<file path="src/rtl/alu_mul_sequencer_if.sv">
// alu_mul_sequencer_if: multiply request/response bundle between requester (master) and sequencer (slave)
interface alu_mul_sequencer_if;
    logic        Start;
    logic [31:0] OpA;
    logic [31:0] OpB;
    logic        Ready;
    logic        Busy;
    logic        Done;
    logic [31:0] Product;
    modport master (output Start, OpA, OpB, input Ready, Busy, Done, Product);
    modport slave (input Start, OpA, OpB, output Ready, Busy, Done, Product);
endinterface

</file>
<file path="src/rtl/alu_mul_sequencer.sv">
// alu_mul_sequencer: shift-and-add 32x32 multiplier (low word) sharing the single-cycle ALU, pass-through when idle
// ports: bus = Start/OpA/OpB in, Ready/Busy/Done/Product out; Ext_* = requester ALU request; Data1/Data2/ALU_Op/ALUResult = ALU link
module alu_mul_sequencer (
    input  logic                clk,
    input  logic                rst_n,
    alu_mul_sequencer_if.slave  bus,
    input  logic [31:0]         Ext_Data1,
    input  logic [31:0]         Ext_Data2,
    input  logic [3:0]          Ext_ALU_Op,
    output logic [31:0]         Data1,
    output logic [31:0]         Data2,
    output logic [3:0]          ALU_Op,
    input  logic [31:0]         ALUResult
);
    localparam logic [3:0] OP_SLL = 4'b0000;
    localparam logic [3:0] OP_SRL = 4'b0010;
    localparam logic [3:0] OP_AND = 4'b1100;
    localparam logic [3:0] OP_ADD = 4'b1000;
    typedef enum logic [2:0] {IDLE, TEST, ADD, SHL, SHR, DONE} state_t;
    state_t      state_q, state_d;
    logic [31:0] mcand_q, mcand_d;
    logic [31:0] mplier_q, mplier_d;
    logic [31:0] prod_q, prod_d;
    logic [31:0] product_q, product_d;
    always_ff @(posedge clk or negedge rst_n) begin
        if (!rst_n) begin
            state_q   <= IDLE;
            mcand_q   <= '0;
            mplier_q  <= '0;
            prod_q    <= '0;
            product_q <= '0;
        end else begin
            state_q   <= state_d;
            mcand_q   <= mcand_d;
            mplier_q  <= mplier_d;
            prod_q    <= prod_d;
            product_q <= product_d;
        end
    end
    always_comb begin
        state_d  = state_q;
        mcand_d  = mcand_q;
        mplier_d = mplier_q;
        prod_d   = prod_q;
        Data1    = Ext_Data1;
        Data2    = Ext_Data2;
        ALU_Op   = Ext_ALU_Op;
        case (state_q)
            IDLE: if (bus.Start) begin
                mcand_d  = bus.OpA;
                mplier_d = bus.OpB;
                prod_d   = '0;
                state_d  = bus.OpB == '0 ? DONE : TEST;
            end
            TEST: begin
                ALU_Op  = OP_AND;
                Data1   = mplier_q;
                Data2   = 32'd1;
                state_d = ALUResult[0] ? ADD : SHL;
            end
            ADD: begin
                ALU_Op  = OP_ADD;
                Data1   = prod_q;
                Data2   = mcand_q;
                prod_d  = ALUResult;
                state_d = SHL;
            end
            SHL: begin
                ALU_Op  = OP_SLL;
                Data1   = mcand_q;
                Data2   = 32'd1;
                mcand_d = ALUResult;
                state_d = SHR;
            end
            SHR: begin
                ALU_Op   = OP_SRL;
                Data1    = mplier_q;
                Data2    = 32'd1;
                mplier_d = ALUResult;
                state_d  = ALUResult == '0 ? DONE : TEST;
            end
            DONE: state_d = IDLE;
            default: state_d = IDLE;
        endcase
        // Product is captured on the edge that enters DONE so it is already valid while Done is high
        product_d = state_d == DONE ? prod_d : product_q;
    end
    assign bus.Ready   = state_q == IDLE;
    assign bus.Busy    = state_q inside {TEST, ADD, SHL, SHR};
    assign bus.Done    = state_q == DONE;
    assign bus.Product = product_q;
endmodule
</file>
<file path="src/flat_wrapper.sv">
// flat-port wrapper written by rule: the top's interface ports become plain ports
module alu_mul_sequencer_flat 
  (clk, rst_n, Ext_Data1, Ext_Data2, Ext_ALU_Op, Data1, Data2, ALU_Op, ALUResult, bus_Start, bus_OpA, bus_OpB, bus_Ready, bus_Busy, bus_Done, bus_Product);
  alu_mul_sequencer_if bus_i ();
  input  logic clk;
  input  logic rst_n;
  input  logic [31:0] Ext_Data1;
  input  logic [31:0] Ext_Data2;
  input  logic [3:0] Ext_ALU_Op;
  output logic [31:0] Data1;
  output logic [31:0] Data2;
  output logic [3:0] ALU_Op;
  input  logic [31:0] ALUResult;
  input wire logic [$bits(bus_i.Start)-1:0] bus_Start;
  input wire logic [$bits(bus_i.OpA)-1:0] bus_OpA;
  input wire logic [$bits(bus_i.OpB)-1:0] bus_OpB;
  output wire logic [$bits(bus_i.Ready)-1:0] bus_Ready;
  output wire logic [$bits(bus_i.Busy)-1:0] bus_Busy;
  output wire logic [$bits(bus_i.Done)-1:0] bus_Done;
  output wire logic [$bits(bus_i.Product)-1:0] bus_Product;
  assign bus_i.Start = bus_Start;
  assign bus_i.OpA = bus_OpA;
  assign bus_i.OpB = bus_OpB;
  assign bus_Ready = bus_i.Ready;
  assign bus_Busy = bus_i.Busy;
  assign bus_Done = bus_i.Done;
  assign bus_Product = bus_i.Product;
  alu_mul_sequencer u_core (.clk(clk), .rst_n(rst_n), .bus(bus_i), .Ext_Data1(Ext_Data1), .Ext_Data2(Ext_Data2), .Ext_ALU_Op(Ext_ALU_Op), .Data1(Data1), .Data2(Data2), .ALU_Op(ALU_Op), .ALUResult(ALUResult));
endmodule
</file>
<file path="config.mk">
export PLATFORM = sky130hd
export DESIGN_NAME = alu_mul_sequencer_flat
export DESIGN_NICKNAME = d
export VERILOG_FILES = /design/src/rtl/alu_mul_sequencer_if.sv /design/src/rtl/alu_mul_sequencer.sv /design/src/flat_wrapper.sv
export SDC_FILE = /design/constraint.sdc
export NUM_CORES = 1
export LEC_CHECK = 0
export CAP_MARGIN = 20
export CORE_UTILIZATION = 30
export DETAILED_ROUTE_END_ITERATION = 8
export PLACE_DENSITY = 0.56
export SYNTH_ARGS = -nofsm -noshare
export SYNTH_HDL_FRONTEND = slang
export SYNTH_SLANG_ARGS = --single-unit
export TNS_END_PERCENT = 1
</file>
<file path="constraint.sdc">
create_clock -name clk -period 4.7 [get_ports clk]
set_input_delay 0.705 -clock clk [delete_from_list [all_inputs] [get_ports clk]]
set_output_delay 0.705 -clock clk [all_outputs]
set_load 0.005 [all_outputs]
</file>
==> results.sh, run 1 <==
export IMPL_worstMarginPinSlew_ns=1.00
export IMPL_critPathRequiredTime_ns=3.99
export IMPL_ys_async_sr_fraction_pct=100
export IMPL_fin_cells=1371
export IMPL_overflow=0
export IMPL_die_w_um=161
export IMPL_place_gp_congestion=0.806
export IMPL_ir_drop_v=0.000372
export IMPL_grt_start_max_net_pins=83
export IMPL_drtIter0Drc=332
export IMPL_syn_area_mm2=0.00754
export IMPL_synth_warnings=0
export IMPL_clk_pin_slew_ns=0.06
export IMPL_cp_arrival_ns=3.08
export IMPL_wirelength_um=28100
export IMPL_placed_area_mm2=0.0105
export IMPL_fin_hold_ws_ns=0.284
export IMPL_fin_tns_setup_ns=0
export IMPL_final_setup_viol_count=0
export IMPL_path_class="flop to primary output"
export IMPL_cts_tree="yes"
export IMPL_fp_row_count=57
export IMPL_crit_buf_inv=2
export IMPL_vias=6952
export IMPL_netlist_instances=797
export IMPL_fillers=2330
export IMPL_holdBufCountCts=0
export IMPL_use_met1_pct=30.6
export IMPL_finalMaxSlewViolations=0
export IMPL_grt_pass1_wl_um=43300
export IMPL_synth_edf_count=0
export IMPL_cts_root_buf="clkbuf_16"
export IMPL_hold_viol=0
export IMPL_clock_sinks=131
export IMPL_dieArea_mm2=0.0258
export IMPL_period_needed_ns=3.78
export IMPL_drc=0
export IMPL_synthDistinctLibCells=32
export IMPL_ys_seq_elements=131
export IMPL_die_h_um=161
export IMPL_crit_chain="nor2_4, xnor2_2, buf_4, a22o_1, clkdlybuf4s50_1"
export IMPL_maxSlewHeadroom_pct=33.0
export IMPL_period_share_pct=80.5
export IMPL_layout_commonest_cell="clkdlybuf4s50_1"
export IMPL_grt_usage_pct=22.3
export IMPL_areaGrowthSynthToFinish_pct=47.0
export IMPL_fmax_mhz=264
export IMPL_crit_fanout=24
export IMPL_drive_above_1_share_pct=12.2
export IMPL_htreeDepth=4
export IMPL_io_pins=270
export IMPL_yosysSeqAreaShare_pct=43.5
export IMPL_power_density_mw_per_mm2=673
export IMPL_drv_cap=0
export IMPL_leakage_nw=4.72
export IMPL_max_stage_delay_ns=0.88
export IMPL_n_antenna_cell=0
export IMPL_stdcell_area_mm2=0.0111
export IMPL_clock_latency_ns=0.43
export IMPL_worst_setup_path_start_kind="flop"
export IMPL_io_buffers=269
export IMPL_layout_common_cells="clkdlybuf4s50_1, nand2_1, dfrtp_1"
export IMPL_grt_pass1_vias=6970
export IMPL_cts_buffer_depth=2
export IMPL_core_mm2=0.0245
export IMPL_crit_family="flip-flops"
export IMPL_finish_net_count=1201
export IMPL_start_util_pct=30.8
export IMPL_synth_ff_type="dfrtp_1"
export IMPL_dp_hpwl_um=19300
export IMPL_cts_made_buffers=17
export IMPL_status="finished, final reports clean"
export IMPL_cpMaxStageDelayCell="dfrtp_2"
export IMPL_syn_area_per_cell_um2=9.46
export IMPL_cp_end_kind="primary output"
export IMPL_use_met3_pct=3.98
export IMPL_grt_use_met2_pct=36.1
export IMPL_finClkSkew_ns=0.00588
export IMPL_wl_per_cell_um=20.5
export IMPL_post_cts_setup_buffer_count=0
export IMPL_numPlacedInstances=1339
export IMPL_first_pass_iters=5
export IMPL_rsz0062_at_grt="false"
export IMPL_grt_antenna_before_repair=0
export IMPL_cts_resized=0
export IMPL_antenna_left=0
export IMPL_grt_busiest_layer="met2"
export IMPL_hold_class="primary input to asynchronous set/reset pin"
export IMPL_vias_per_cell=5.07
export IMPL_synth_nets=964
## cells by family after synthesis
kind of cell | share of synthesized area (%)
AND/OR/NAND/NOR | 17.7
buffers and inverters | 4.71
multiplexers | 20.2
AO/OA/AOI/OAI | 13.6
XOR/XNOR | 0.232
adder cells (fa/ha/maj) | 0.133
flip-flops | 43.5
## through the flow
| stage | setup WS, ns | util, % | total power (W) |
|---|---|---|---|
| final | 0.916 | 45.3 | 0.00746 |
| after global routing | 0.756 | 45.3 | 0.00798 |
| after CTS | 0.872 | 45.3 | 0.00754 |
| after detailed placement | 1.17 | 42.8 | 0.00611 |
| after global placement | 1.17 | 42.8 | 0.00607 |
| after floorplan | 2.48 | - | 0.00418 |
## power by group
part / internal [W] / switching, W / leakage [nW]
Combinational: 0.00218 / 0.00189 / 2.79
Sequential: 0.00156 / 0.000422 / 1.65
Clock: 0.000860 / 0.000543 / 0.291
Total: 0.00460 / 0.00285 / 4.72
## final cells by class
class	count	area (um2)	share of cell area [%]
clock buffers	19	453	4.09
well taps	324	405	3.66
clock inverters	13	158	1.42
flip-flops and latches	131	3280	29.6
inverters	3	11.3	0.102
repair buffers	286	2830	25.6
multi-input cells	595	3940	35.6
## state kept, by name (all words and copies together) (netlist names)
signal and count:
u_core.mplier_q 32, u_core.mcand_q 32, u_core.state_q 3, u_core.bus.Product 32, u_core.prod_q 32
## Yosys cell counts (all sizes together), types with 2 or more instances
cell / number / area (um2)
mux2: 32 / 469
nor4: 16 / 106
nor3: 6 / 46.3
nand4: 4 / 25.0
inv: 2 / 7.51
o21ai: 67 / 335
mux2i: 33 / 330
nor2: 69 / 262
nand2: 229 / 862
and2: 3 / 18.8
clkbuf: 26 / 97.6
mux4: 32 / 721
a31oi: 65 / 407
dfrtp: 131 / 3280
buf: 42 / 246
xnor2: 2 / 17.5
a21oi: 3 / 15.0
a22o: 31 / 272
## final timing paths
path | start | to | slack (ns) | depth (start not counted)
setup / recovery | u_core.state_q[0]$_DFF_PN0_ | Data2[31] | 0.92 | 5
hold reg to reg | u_core.bus.Product[22]$_DFFE_PN0N_ | u_core.bus.Product[22]$_DFFE_PN0N_ | 0.51 | 1
max in group asynchronous | rst_n | u_core.mplier_q[5]$_DFFE_PN0P_ | 3.43 | 2
min in group clk | u_core.bus.Product[22]$_DFFE_PN0N_ | u_core.bus.Product[22]$_DFFE_PN0N_ | 0.51 | 1
setup reg to reg | u_core.state_q[0]$_DFF_PN0_ | u_core.bus.Product[0]$_DFFE_PN0N_ | 1.64 | 7
hold / removal | rst_n | u_core.mcand_q[2]$_DFFE_PN0P_ | 0.28 | 1
## routing by layer
| layer | share of wire, % | routed length, um | up-vias |
|---|---|---|---|
| met2 | 47 | 13300 | 235 |
| met5 | 0 | 0 | - |
| li1 | - | - | 3303 |
| met4 | 1.6 | 455 | 0 |
| met3 | 5.4 | 1500 | 29 |
| met1 | 46 | 12900 | 3385 |
Note: power is estimated with default switching activity, not from simulation.
==> run 2, diff against run 1 <==
==> constraint.sdc (replaced) <==
create_clock -name clk -period 3.55 [get_ports clk]
set_input_delay 0.5325 -clock clk [delete_from_list [all_inputs] [get_ports clk]]
set_output_delay 0.5325 -clock clk [all_outputs]
set_load 0.005 [all_outputs]
==> results.sh, run 2 (synthesized netlist as in run 1, its figures left out) <==
export IMPL_period_share_pct=88.6
export IMPL_hold_viol=0
export IMPL_grt_pass1_vias=7086
export IMPL_holdBufCountCts=0
export IMPL_critPathRequiredTime_ns=3.02
export IMPL_vias_per_cell=5.08
export IMPL_worst_setup_path_start_kind="flop"
export IMPL_die_w_um=161
export IMPL_io_buffers=269
export IMPL_internal_power_w=0.00605
export IMPL_clkPwrFrac_pct=17.5
export IMPL_cp_end_kind="primary output"
export IMPL_crit_chain="nor2b_1, and2_4, a22o_1, clkdlybuf4s50_1"
export IMPL_overflow=0
export IMPL_cts_resized=0
export IMPL_areaGrowthSynthToFinish_pct=47.4
export IMPL_clock_latency_ns=0.41
export IMPL_wl_per_cell_um=19.9
export IMPL_drc=0
export IMPL_fin_cells=1377
export IMPL_pwr_share_seq_pct=25.9
export IMPL_cts_made_buffers=17
export IMPL_clock_sinks=131
export IMPL_first_pass_iters=5
export IMPL_cts_buffer_depth=2
export IMPL_grt_antenna_before_repair=0
export IMPL_layout_common_cells="clkdlybuf4s50_1, nand2_1, dfrtp_1"
export IMPL_r2r_slack_ns=1.19
export IMPL_drive_above_1_share_pct=12.3
export IMPL_p_total_w=0.00977
export IMPL_core_mm2=0.0245
export IMPL_period_needed_ns=3.14
export IMPL_crit_fanout=57
export IMPL_dp_hpwl_um=19400
export IMPL_start_util_pct=30.8
export IMPL_leakage_nw=4.75
export IMPL_power_density_mw_per_mm2=878
export IMPL_fin_tns_setup_ns=0
export IMPL_fp_row_count=57
export IMPL_post_cts_setup_buffer_count=0
export IMPL_maxSlewHeadroom_pct=50.3
export IMPL_status="finished, final reports clean"
export IMPL_drtIter0Drc=372
export IMPL_combPwrFrac_pct=56.6
export IMPL_path_class="flop to primary output"
export IMPL_grt_start_max_net_pins=70
export IMPL_dieArea_mm2=0.0258
export IMPL_cpMaxStageDelayCell="and2_4"
export IMPL_worstMarginPinSlew_ns=0.741
export IMPL_fin_hold_ws_ns=0.111
export IMPL_antenna_left=0
export IMPL_layout_commonest_cell="clkdlybuf4s50_1"
export IMPL_place_ws_ns=0.462
export IMPL_ir_drop_v=0.000425
export IMPL_cts_root_buf="clkbuf_16"
export IMPL_cts_tree="yes"
export IMPL_clk_pin_slew_ns=0.06
export IMPL_final_setup_viol_count=0
export IMPL_wirelength_um=27400
export IMPL_drv_cap=0
export IMPL_finalMaxSlewViolations=0
export IMPL_finish_net_count=1207
export IMPL_numPlacedInstances=1345
export IMPL_htreeDepth=4
export IMPL_swShare_pct=38.1
export IMPL_rsz0062_at_grt="false"
export IMPL_vias=6990
export IMPL_cp_arrival_ns=2.61
export IMPL_finClkSkew_ns=0.00941
export IMPL_die_h_um=161
export IMPL_n_antenna_cell=0
export IMPL_place_gp_congestion=0.820
export IMPL_setup_ws_ns=0.405
export IMPL_max_stage_delay_ns=0.69
export IMPL_p_switching_w=0.00372
export IMPL_io_pins=270
export IMPL_grt_pass1_wl_um=42600
export IMPL_fmax_mhz=318
export IMPL_hold_class="primary input to asynchronous set/reset pin"
export IMPL_grt_usage_pct=21.6
run 2: power groups by stage:
stage               logic (W)  registers (W)  clock network [W]
floorplan             0.00320        0.00234                  0
global placement      0.00553        0.00253                  0
detailed placement    0.00560        0.00254                  0
CTS                   0.00561        0.00252            0.00174
global route          0.00607        0.00259            0.00181
finish                0.00553        0.00253            0.00171
run 2: final cells by class:
type	instances	area, um2
fillers	2385	13300
multi-input cells	595	3940
flip-flops and latches	131	3280
repair buffers	292	2920
clock buffers	22	454
well taps	324	405
clock inverters	10	109
inverters	3	11.3
run 2: critical path, delay by kind of cell, from the launching register on:
family | cells | cell delay (ns)
buf+inv | 1 | 0.49
simple gates | 2 | 1.02
compound gates | 1 | 0.26
flops | 1 | 0.40
run 2: metal layers:
metal	share of wire (%)	track usage, %	up-vias
li1	-	-	3319
met1	46	29.8	3393
met2	47	34.6	249
met4	1.5	5.54	0
met3	6.0	4.39	29
met5	0	0	-
run 2: final timing paths:
kind | cells past startpoint | start | to
min in group clk | 1 | u_core.bus.Product[31]$_DFFE_PN0N_ | u_core.bus.Product[31]$_DFFE_PN0N_
worst min-delay path | 1 | rst_n | u_core.mcand_q[4]$_DFFE_PN0P_
worst min register to register | 1 | u_core.bus.Product[31]$_DFFE_PN0N_ | u_core.bus.Product[31]$_DFFE_PN0N_
max in group asynchronous | 2 | rst_n | u_core.mplier_q[16]$_DFFE_PN0P_
worst max register to register | 7 | u_core.state_q[0]$_DFF_PN0_ | u_core.bus.Product[0]$_DFFE_PN0N_
worst max-delay path | 4 | u_core.state_q[1]$_DFF_PN0_ | Data2[16]
run 2: stage by stage:
| stage | cell area [um2] | utilization [%] |
|---|---|---|
| 4_1_cts | 11100 | 45.5 |
| 3_5_place_dp | 10600 | 43.2 |
| 2_1_floorplan | 7540 | - |
| 3_3_place_gp | 10600 | 43.2 |
| 6_report | 11100 | 45.5 |
| 5_1_grt | 11100 | 45.5 |
==> run 3, diff against run 2 <==
--- a/config.mk
+++ b/config.mk
@@ -7,6 +7,7 @@
 export LEC_CHECK = 0
 export CAP_MARGIN = 20
 export CORE_UTILIZATION = 30
+export CTS_CLUSTER_SIZE = 30
 export DETAILED_ROUTE_END_ITERATION = 8
 export PLACE_DENSITY = 0.56
 export SYNTH_ARGS = -nofsm -noshare
==> results of run 3 <==
Final layout, timing and power as in run 2 (identical DEF).
==> RTL edit, RTL diff (flow settings as in run 3) <==
Take the reset off `prod_q` and `product_q` and load them in a clocked block of their own.
--- a/src/rtl/alu_mul_sequencer.sv
+++ b/src/rtl/alu_mul_sequencer.sv
@@ -29,4 +29,2 @@
             mplier_q  <= '0;
-            prod_q    <= '0;
-            product_q <= '0;
         end else begin
@@ -35,5 +33,8 @@
             mplier_q  <= mplier_d;
-            prod_q    <= prod_d;
-            product_q <= product_d;
         end
+    end
+
+    always_ff @(posedge clk) begin
+        prod_q    <= prod_d;
+        product_q <= product_d;
     end
Behaviour: differs if rst_n is asserted again (counterexample within 10 cycles, from zero or initial values and one cycle with rst_n low); with rst_n held inactive, the same outputs for 10 cycles.
==> RTL edit against run 3 <==
Via count decreased by 3.4%; die area decreased by 5.6%; final area decreased by 3.9%; critical endpoint is now Data2[7]; setup slack got worse by 60 ps; non-clock buffer count decreased by 3; power increased by 2.3%; hold slack improved by 47 ps; wire length decreased by 2.1%; count of clock-buffer cells in the layout decreased by 2; sequential cell count unchanged; combinational power about the same; area after synthesis decreased by 5.7%; global-route usage increased by 0.79 points.
==> RTL edit: results <==
[grt]
grt_pass1_wl_um = 40400
grt.total_usage_pct = 22.4
grt_pass1_vias = 6617
grt_max_degree = 97
grt_antenna_before_repair = 0

[worst_hold_path]
hp-class = input pin to async pin

[sta]
skew_ps = 13.1
slew_violations = 0
timing.slew.headroom_pct = 36.2

[drt]
wire_per_inst_um = 20.2
viasPerCell = 5.08
drtPass1Iterations = 5
drt-initial-drc-count = 440

[placed_design]
dpl_worst_slack_ps = 498
hpwlAfterDp_um = 18600
placed_area_um2 = 10100
routabilityCongestion = 0.808
io_buffer_count = 269

[power]
p_leak_nw = 4.19
ir_drop_uv = 514
internal_power_mw = 6.26

[cts]
cts_made_buffers = 17
clkSlewWorstSetupHoldPaths_ps = 60
post_cts_buffers = 0
clk_latency_ps = 420
ctsHtreeMaxLevel = 4
cts_resized = 0
clockRootBuffer = clkbuf_16
clk_path_buf_depth = 2

[worst_setup_path]
cp.arrival_ps = 2670
slowest_delay_ps = 510
critPathSlowestCell = clkdlybuf4s50_1
crit_path_max_fanout = 31

[finish]
fin_nets = 1172
areaGrowthSynthToFinish_pct = 50.1
fill_cells = 2239
antenna_cells = 0
layout-drive-gt1-share_pct = 9.72

[status]
status = finished clean

[synthesis]
synth_common_cells = 228 x nand2_1, 67 x dfrtp_1, 67 x nor2_1
yosys_warnings = 0
ys_types = 34
synth_area_leaders = dfrtp_1 24%, edfxtp_1 14%, nand2_1 12%
synth_seq_area_share_pct = 46.1
async_flop_share_pct = 51.1
syn-num-nets = 929
synth_edf_count = 32
-- RTL edit: cell count changes in the layout (fill, tap and decap cells not counted), moves of 2 or more --
| cell | run 3 | this run |
|---|---|---|
| clkbuf_1 | 4 | 1 |
| mux2_2 | 3 | 0 |
| dfrtp_1 | 129 | 65 |
| dfxtp_1 | 0 | 32 |
| edfxtp_1 | 0 | 32 |
| o21ai_1 | 22 | 9 |
| clkinv_2 | 5 | 3 |
| mux2_4 | 29 | 0 |
| o21ai_0 | 45 | 58 |
| buf_4 | 19 | 16 |
| clkinv_4 | 1 | 3 |
-- RTL edit: cells by family after synthesis --
family / share of synthesized area [%]
flops: 46.1
buf+inv: 5.35
xor+xnor: 0.352
fa+ha+maj: 0.141
compound gates: 14.5
mux: 14.8
simple gates: 18.9
-- RTL edit: cell type report --
class	count	share of cell area (%)
inverters	3	0.105
well taps	313	3.67
repair buffers	289	27.2
flip-flops and latches	131	30.7
clock inverters	12	1.45
multi-input cells	563	32.6
clock buffers	20	4.28
-- RTL edit: per-layer routing --
layer | vias up | share of wire, % | global-route usage [%]
met3 | 23 | 7.1 | 5.14
met4 | 0 | 1.6 | 6.44
met5 | - | 0 | 0
met1 | 3240 | 45 | 30.7
met2 | 262 | 46 | 35.2
li1 | 3230 | - | -
-- RTL edit: worst paths after layout --
| kind | startpoint | endpoint | slack [ps] | cells after the start |
|---|---|---|---|---|
| min in group clk | u_core.prod_q[10]$_DFF_P_ | u_core.prod_q[10]$_DFF_P_ | 480 | 2 |
| min reg2reg | u_core.prod_q[10]$_DFF_P_ | u_core.prod_q[10]$_DFF_P_ | 480 | 2 |
| max | u_core.state_q[1]$_DFF_PN0_ | Data2[7] | 350 | 6 |
| min | rst_n | u_core.mplier_q[7]$_DFFE_PN0P_ | 160 | 1 |
| max reg2reg | u_core.state_q[0]$_DFF_PN0_ | u_core.bus.Product[8]$_DFFE_PN_ | 920 | 6 |
| max in group asynchronous | rst_n | u_core.mplier_q[20]$_DFFE_PN0P_ | 2620 | 2 |
-- RTL edit: power groups by stage --
stage	clock network, mW	registers (mW)	logic [mW]
floorplan	0	2.47	3.25
global placement	0	2.63	5.56
detailed placement	0	2.65	5.59
CTS	1.85	2.62	5.62
global route	1.92	2.69	6.09
finish	1.83	2.63	5.53
-- RTL edit: critical path, delay by kind of cell, from the launching register on --
family                 cells  cell delay, ps
AO/OA/AOI/OAI              1             170
AND/OR/NAND/NOR            2             640
buffers and inverters      3            1040
flip-flops                 1             390
-- RTL edit: metrics by stage --
step / total power, mW / std cells
2_1_floorplan: 5.72 / 762
3_3_place_gp: 8.19 / 1299
3_5_place_dp: 8.24 / 1299
4_1_cts: 10.1 / 1331
5_1_grt: 10.7 / 1331
6_report: 9.99 / 1331
